==> src/rtl/piso_serializer.sv <==
// Parallel-in, serial-out transmitter.
// Accepts a word over a valid/ready handshake and shifts it out MSB-first,
// one bit per ce=1 edge. A one-word holding buffer lets the next frame start
// on the edge that retires the last bit, so frames run back-to-back with no
// gap. The receiving SIPO shifts left and inserts at the LSB.
module piso_serializer #(
  parameter int WIDTH = 8
) (
  input  logic             clk,
  input  logic             rst,
  input  logic             ce,
  input  logic [WIDTH-1:0] load_data,
  input  logic             load_valid,
  output logic             load_ready,
  output logic             serial_out,
  output logic             serial_valid,
  output logic             frame_start,
  output logic             busy
);

  localparam int CNT_W = $clog2(WIDTH);
  localparam logic [CNT_W-1:0] LAST_IDX = CNT_W'(WIDTH - 1);
  localparam logic [CNT_W-1:0] CNT_ONE  = CNT_W'(1);

  typedef enum logic {
    IDLE  = 1'b0,
    SHIFT = 1'b1
  } state_t;

  state_t           state;
  state_t           state_nxt;
  logic [WIDTH-1:0] shreg;
  logic [WIDTH-1:0] shreg_nxt;
  logic [WIDTH-1:0] hold;
  logic [WIDTH-1:0] hold_nxt;
  logic             hold_valid;
  logic             hold_valid_nxt;
  logic [CNT_W-1:0] bit_cnt;
  logic [CNT_W-1:0] bit_cnt_nxt;
  logic             serial_out_nxt;
  logic             serial_valid_nxt;
  logic             frame_start_nxt;
  logic             busy_nxt;
  logic             accept;
  logic             last_bit;

  // The holding buffer is the only thing that can refuse a word; reset also
  // blocks acceptance so nothing is sampled while the block is being cleared.
  assign load_ready = !rst && !hold_valid;
  assign accept     = load_valid && load_ready;
  assign last_bit   = (bit_cnt == LAST_IDX);

  // Control state and registered outputs; reset clears them.
  always_ff @(posedge clk) begin
    if (rst) begin
      state        <= IDLE;
      hold_valid   <= 1'b0;
      bit_cnt      <= '0;
      serial_out   <= 1'b0;
      serial_valid <= 1'b0;
      frame_start  <= 1'b0;
      busy         <= 1'b0;
    end else begin
      state        <= state_nxt;
      hold_valid   <= hold_valid_nxt;
      bit_cnt      <= bit_cnt_nxt;
      serial_out   <= serial_out_nxt;
      serial_valid <= serial_valid_nxt;
      frame_start  <= frame_start_nxt;
      busy         <= busy_nxt;
    end
  end

  // Data registers carry no reset; their contents are qualified by the control state.
  always_ff @(posedge clk) begin
    shreg <= shreg_nxt;
    hold  <= hold_nxt;
  end

  // Next state: leave SHIFT only when the last bit retires with nothing queued.
  always_comb begin
    state_nxt = state;
    case (state)
      IDLE:    if (accept) state_nxt = SHIFT;
      SHIFT:   if (ce && last_bit && !hold_valid && !accept) state_nxt = IDLE;
      default: state_nxt = IDLE;
    endcase
  end

  // Datapath and output next values for the current state and inputs.
  always_comb begin
    shreg_nxt        = shreg;
    hold_nxt         = hold;
    hold_valid_nxt   = hold_valid;
    bit_cnt_nxt      = bit_cnt;
    serial_out_nxt   = serial_out;
    serial_valid_nxt = serial_valid;
    frame_start_nxt  = frame_start;

    case (state)
      IDLE: begin
        if (accept) begin
          shreg_nxt        = load_data;
          serial_out_nxt   = load_data[WIDTH-1];
          serial_valid_nxt = 1'b1;
          frame_start_nxt  = 1'b1;
          bit_cnt_nxt      = '0;
        end else begin
          serial_out_nxt   = 1'b0;
          serial_valid_nxt = 1'b0;
          frame_start_nxt  = 1'b0;
        end
      end

      SHIFT: begin
        if (ce && last_bit) begin
          // Last bit retires: start the next frame immediately if one is ready.
          // hold_valid blocks load_ready, so the two branches below never overlap.
          if (hold_valid) begin
            shreg_nxt       = hold;
            hold_valid_nxt  = 1'b0;
            serial_out_nxt  = hold[WIDTH-1];
            frame_start_nxt = 1'b1;
            bit_cnt_nxt     = '0;
          end else if (accept) begin
            shreg_nxt       = load_data;
            serial_out_nxt  = load_data[WIDTH-1];
            frame_start_nxt = 1'b1;
            bit_cnt_nxt     = '0;
          end else begin
            serial_out_nxt   = 1'b0;
            serial_valid_nxt = 1'b0;
            frame_start_nxt  = 1'b0;
            bit_cnt_nxt      = '0;
          end
        end else begin
          if (ce) begin
            shreg_nxt       = {shreg[WIDTH-2:0], 1'b0};
            serial_out_nxt  = shreg[WIDTH-2];
            frame_start_nxt = 1'b0;
            bit_cnt_nxt     = bit_cnt + CNT_ONE;
          end
          if (accept) begin
            hold_nxt       = load_data;
            hold_valid_nxt = 1'b1;
          end
        end
      end

      default: begin
        serial_out_nxt   = 1'b0;
        serial_valid_nxt = 1'b0;
        frame_start_nxt  = 1'b0;
      end
    endcase

    busy_nxt = (state_nxt == SHIFT) || hold_valid_nxt;
  end

endmodule

==> config.mk <==
export PLATFORM = sky130hd
export DESIGN_NAME = piso_serializer
export DESIGN_NICKNAME = d
export VERILOG_FILES = /design/src/rtl/piso_serializer.sv
export SDC_FILE = /design/constraint.sdc
export NUM_CORES = 1
export LEC_CHECK = 0
export ABC_CLOCK_PERIOD_IN_PS = 2430
export BUFFER_PORTS_ARGS = -buffer_cell sky130_fd_sc_hd__clkbuf_2
export CORE_ASPECT_RATIO = 0.8
export CORE_UTILIZATION = 50
export DETAILED_ROUTE_END_ITERATION = 16
export MAX_ROUTING_LAYER = met4
export PLACE_DENSITY_LB_ADDON = 0.05
export REMOVE_ABC_BUFFERS = 1
export SLEW_MARGIN = 20
export SYNTH_ARGS = -nofsm -noshare
export SYNTH_HDL_FRONTEND = slang
export SYNTH_SLANG_ARGS = --single-unit
==> constraint.sdc <==
create_clock -name clk -period 2.43 [get_ports clk]
set_input_delay 0.243 -clock clk [delete_from_list [all_inputs] [get_ports clk]]
set_output_delay 0.243 -clock clk [all_outputs]
set_load 0.05 [all_outputs]
### Word level (Yosys, flattened, before mapping)

Index checks and enable logic that the tools add are counted.

* register bits after elaboration: 25
* output and inout port bits: 5
* word-level logic and storage cells: 58

* add/subtract/negate cells: 1
* equality and inequality tests: 6
* mux-type cells: 28
* bitwise gates (word level): 2
* reduce and logical (&&, ||, !) cells: 12

Operators with widths (number)
* two-way mux 8 bit: 4
* one-hot mux 8 bit (2 select lines): 1
* two-way mux 1 bit: 15
* two-way mux 3 bit: 3
* one-hot mux 1 bit (2 select lines): 4
* != test 2 bit (second input constant): 3
* one-hot mux 3 bit (2 select lines): 1
* AND reduction 3 bit: 2
* logical AND 1 bit: 5
* adder 3 x 1 -> 3 bit (second input constant): 1
* equality test 3 bit (second input constant): 1
* zero test 1 bit: 3
* != test 3 x 2 -> 1 bit (second input constant): 1
* != test 2 x 1 -> 1 bit (second input constant): 1
* inverter 1 bit: 2
* AND reduction 2 bit: 1
* logical OR 1 bit: 1

### Depth between registers and ports, before layout

* depth in word-level cells: 8
* gate-level depth with buffers: 6
* depth with buffers taken out: 5

### Worst setup path before layout

Ideal clock, no wire load.

* path kind: reg-to-reg
* start point: register bit_cnt[0]
* end point: register hold[0] (enable)
* library setup time: 370 ps
* data arrival time: 1355 ps
* required time: 2060 ps
* path slack: 704 ps
* stages on the path, launching flop included: 5
* path buffers: 0
* clock period less this slack: 1726 ps
* cells stage by stage: dfxtp_1 -> ha_1 -> ha_1 -> a21bo_2 -> nor2_1

* longest elaborated chain between the ends: 4

Ends and longest elaborated chain
* from (decl): RTL line 38 `logic [CNT_W-1:0] bit_cnt;`
* from (signal assigned): RTL line 66 `bit_cnt <= bit_cnt_nxt;`
* equality test 3 bit: RTL line 51 `assign last_bit = (bit_cnt == LAST_IDX);`
* logical AND 1 bit: RTL line 116 `if (ce && last_bit) begin`
* inverter 1 bit (no line)
* AND reduction 3 bit (no line)
* to (signal assigned): RTL line 77 `hold <= hold_nxt;`
* to (decl): RTL line 34 `logic [WIDTH-1:0] hold;`

No other way between the ends.
A chain may end at the register's enable or synchronous reset.

### Worst setup path after layout

* start point: register hold_valid
* end point: register hold[6] (enable)

* longest elaborated chain between the ends: 4

Ends and longest elaborated chain
* from (decl): RTL line 36 `logic hold_valid;`
* from (signal assigned): RTL line 65 `hold_valid <= hold_valid_nxt;`
* zero test 1 bit: RTL line 49 `assign load_ready = !rst && !hold_valid;`
* logical AND 1 bit: RTL line 49
* logical AND 1 bit: RTL line 50 `assign accept = load_valid && load_ready;`
* AND reduction 3 bit (no line)

No other way between the ends.

==> qor.yml <==
first_pass_iters: 4
maxCapViolCount: 0
timing_worst_setup_path_type: "flip-flop to flip-flop"
synthesis.area_mm2: 0.00117
largest_net_degree_at_the_start_of_global_routing: 19
worstPathArrival_ns: 1.97
finalCritPeriodShare: 0.792
num_rows: 15
tightest_slew_ns: 0.573
finalClockSkew_ns: 0.00742
wl_per_cell_um: 16.8
grt_util_all_layers: 0.229
post-dp-hpwl_mm: 1.70
regToRegSetupSlack_ns: 0.50
die_width_um: 56.0
peakVddDrop_v: 0.000428
cts_buffer_depth: 2
antenna_violations_before_repair: 0
drt_iter0_markers: 17
placement.io_buffers: 16
detailroute.via_count: 883
clkSinkCount: 24
die_area_mm2: 0.00253
area_share_of_fa_ha_maj_cells_after_synthesis: 0.0215
hold_viol: 0
yosys.area.top_type_share: 0.386
maxClockFrequency_mhz: 519
first_global_vias: 834
worst_hold_path_type: "primary input to flip-flop"
syn_inst: 105
synth_compound_area_frac: 0.219
core_area_mm2: 0.00218
setup-violations-final: 0
asyncSetResetFlopFracSynth: 0
postRouteWirelength_mm: 2.42
syn_area_per_cell_um2: 11.1
cts-root-buf: "sky130_fd_sc_hd__clkbuf_4"
floorplan.initialDensity: 0.536
yosysWarningCount: 0
ys_seq_elements: 24
global_route_wire_length_before_repair_mm: 4.06
synth.yosys.seq_area_share: 0.541
antenna_cells_inserted: 0
cts_tree: "yes"
synth.most_common_cell: "sky130_fd_sc_hd__edfxtp_1"
synth.lib_cells_used.distinct: 35
io_pins: 17
detail-route-antenna-nets: 0
worst-path-max-fanout: 15
floorplan.die.height_um: 45.2
post-route-drc-count: 0
synth_top_family_by_area: "compound AO/OA/AOI/OAI gates"
worst_skew_pair.late_latency_ns: 0.32
powerDensity_mw_per_mm2: 669
htree_num_levels: 1
post_cts_buffers: 0
rsz0062_at_grt: "no"
total_number_of_nets_in_the_final_design: 134
synthSimpleGateAreaFrac: 0.164
ys.flop_type: "sky130_fd_sc_hd__edfxtp_1"
post_route_minimum_period_ns: 1.93
synth_mux_area_frac: 0.0172
utilization: 0.586
status: "complete, no violations"
vias_per_cell: 6.13
grt_overflow: 0
worst_setup_hold_path_clk_slew_ns: 0.13
cts-buffers-inserted: 3
power.static_leakage_nw: 0.493
yosys.area_share.xor_xnor: 0
layout-drive-gt1-share: 0.227
fin_setup_tns_ns: 0
post_cts_resized: 0
synth_top_area_cell: "sky130_fd_sc_hd__edfxtp_1"
critPathCaptureType: "flip-flop"
syn2layout_area_growth_pct: 9.33
synth.cells.most_frequent: "sky130_fd_sc_hd__edfxtp_1, sky130_fd_sc_hd__nand2_1, sky130_fd_sc_hd__a21oi_1"
synthTopCellsByArea: "sky130_fd_sc_hd__edfxtp_1, sky130_fd_sc_hd__dfxtp_1, sky130_fd_sc_hd__a21oi_1, sky130_fd_sc_hd__nand2_1, sky130_fd_sc_hd__o211ai_2"
place_congestion: 0.778
synth_edf_count: 15
startpoint_kind_of_the_worst_setup_timing_path: "flip-flop"
timing.critical_path.required_ns: 2.48
slew_violations: 0
post_cts_hold_buffer_count: 0
relSlewSlack: 0.614
-- worst max-delay path, stage by stage (launching register included) --
cell                      delay [ns]
sky130_fd_sc_hd__dfxtp_1        0.47
sky130_fd_sc_hd__or3b_1         0.62
sky130_fd_sc_hd__nor2_1         0.34
sky130_fd_sc_hd__buf_4          0.22
-- cell type report --
type	instances	area, um2
multi-input combinational	73	492
fill	177	902
clock buffer	4	26.3
tap	25	31.3
sequential	24	631
timing repair buffer	18	95.1
-- cells in the final DEF, fill, tap and decap left out --
cell type	n
sky130_fd_sc_hd__nand2_1	13
sky130_fd_sc_hd__a31oi_1	2
sky130_fd_sc_hd__nor3b_1	1
sky130_fd_sc_hd__nand4b_1	1
sky130_fd_sc_hd__a21oi_1	10
sky130_fd_sc_hd__or3_1	1
sky130_fd_sc_hd__a211o_1	2
sky130_fd_sc_hd__clkbuf_4	3
sky130_fd_sc_hd__edfxtp_1	15
sky130_fd_sc_hd__a211oi_1	2
sky130_fd_sc_hd__nor2b_1	1
sky130_fd_sc_hd__a21boi_1	1
sky130_fd_sc_hd__o211ai_2	3
sky130_fd_sc_hd__nand3b_1	1
sky130_fd_sc_hd__buf_4	2
sky130_fd_sc_hd__nor3b_2	1
sky130_fd_sc_hd__and2_1	1
sky130_fd_sc_hd__clkbuf_1	1
sky130_fd_sc_hd__and3_1	1
sky130_fd_sc_hd__a21bo_2	1
sky130_fd_sc_hd__a22o_1	2
sky130_fd_sc_hd__nand2b_1	2
sky130_fd_sc_hd__nor2_1	3
sky130_fd_sc_hd__dfxtp_1	9
sky130_fd_sc_hd__a32oi_1	4
sky130_fd_sc_hd__a21o_1	1
sky130_fd_sc_hd__or3b_1	1
sky130_fd_sc_hd__ha_1	2
sky130_fd_sc_hd__nand3_1	2
sky130_fd_sc_hd__mux2i_1	2
sky130_fd_sc_hd__and3b_1	3
sky130_fd_sc_hd__o22ai_1	4
sky130_fd_sc_hd__o21ai_0	4
sky130_fd_sc_hd__clkbuf_2	16
sky130_fd_sc_hd__and4bb_2	1
-- routing by layer --
metal	wire length [um]	vias up	global-route usage
met5	0	-	-
met4	36	0	0.0927
met3	100	4	0.0602
met2	1070	22	0.338
met1	1210	426	0.304
li1	-	431	-
-- cells by family after synthesis --
group | Yosys count
muxes | 2
buffers and inverters | 8
adders and majority gates | 2
DFF | 24
AOI/OAI and AO/OA | 36
and+or+nand+nor | 33
-- worst paths after layout --
path / from / endpoint / cells after the start
hold reg to reg: bit_cnt[1]$_SDFFE_PP0P_ / bit_cnt[1]$_SDFFE_PP0P_ / 2
setup reg to reg: hold_valid$_SDFF_PP0_ / hold[6]$_DFFE_PP_ / 3
hold / removal: load_data[2] / hold[2]$_DFFE_PP_ / 1
setup / recovery: hold_valid$_SDFF_PP0_ / hold[6]$_DFFE_PP_ / 3
-- where the power goes --
| group | internal, mW | switching, mW |
|---|---|---|
| clock network | 0.0643 | 0.116 |
| registers | 0.483 | 0.0313 |
| logic | 0.0668 | 0.0917 |
| total | 0.614 | 0.239 |
-- per-stage QoR --
stage / power [mW] / area (um2) / setup WS [ns] / std cells / hold WS, ns
finish: 0.853 / 1270 / 0.505 / 144 / 0.105
global placement: 0.678 / 1250 / 0.560 / 140 / 0.438
CTS: 0.859 / 1270 / 0.532 / 144 / 0.0989
detailed placement: 0.680 / 1250 / 0.503 / 140 / 0.438
global route: 0.899 / 1270 / 0.399 / 144 / 0.0804
floorplan: 0.623 / 1120 / 0.673 / 97 / 0.312
-- flip-flops by register name, indices dropped and copies added (netlist names) --
signal / cells
state: 1
frame_start: 1
serial_out: 1
hold: 8
shreg: 7
hold_valid: 1
serial_valid: 1
busy: 1
bit_cnt: 3
Power figures use the tool's default switching activity.
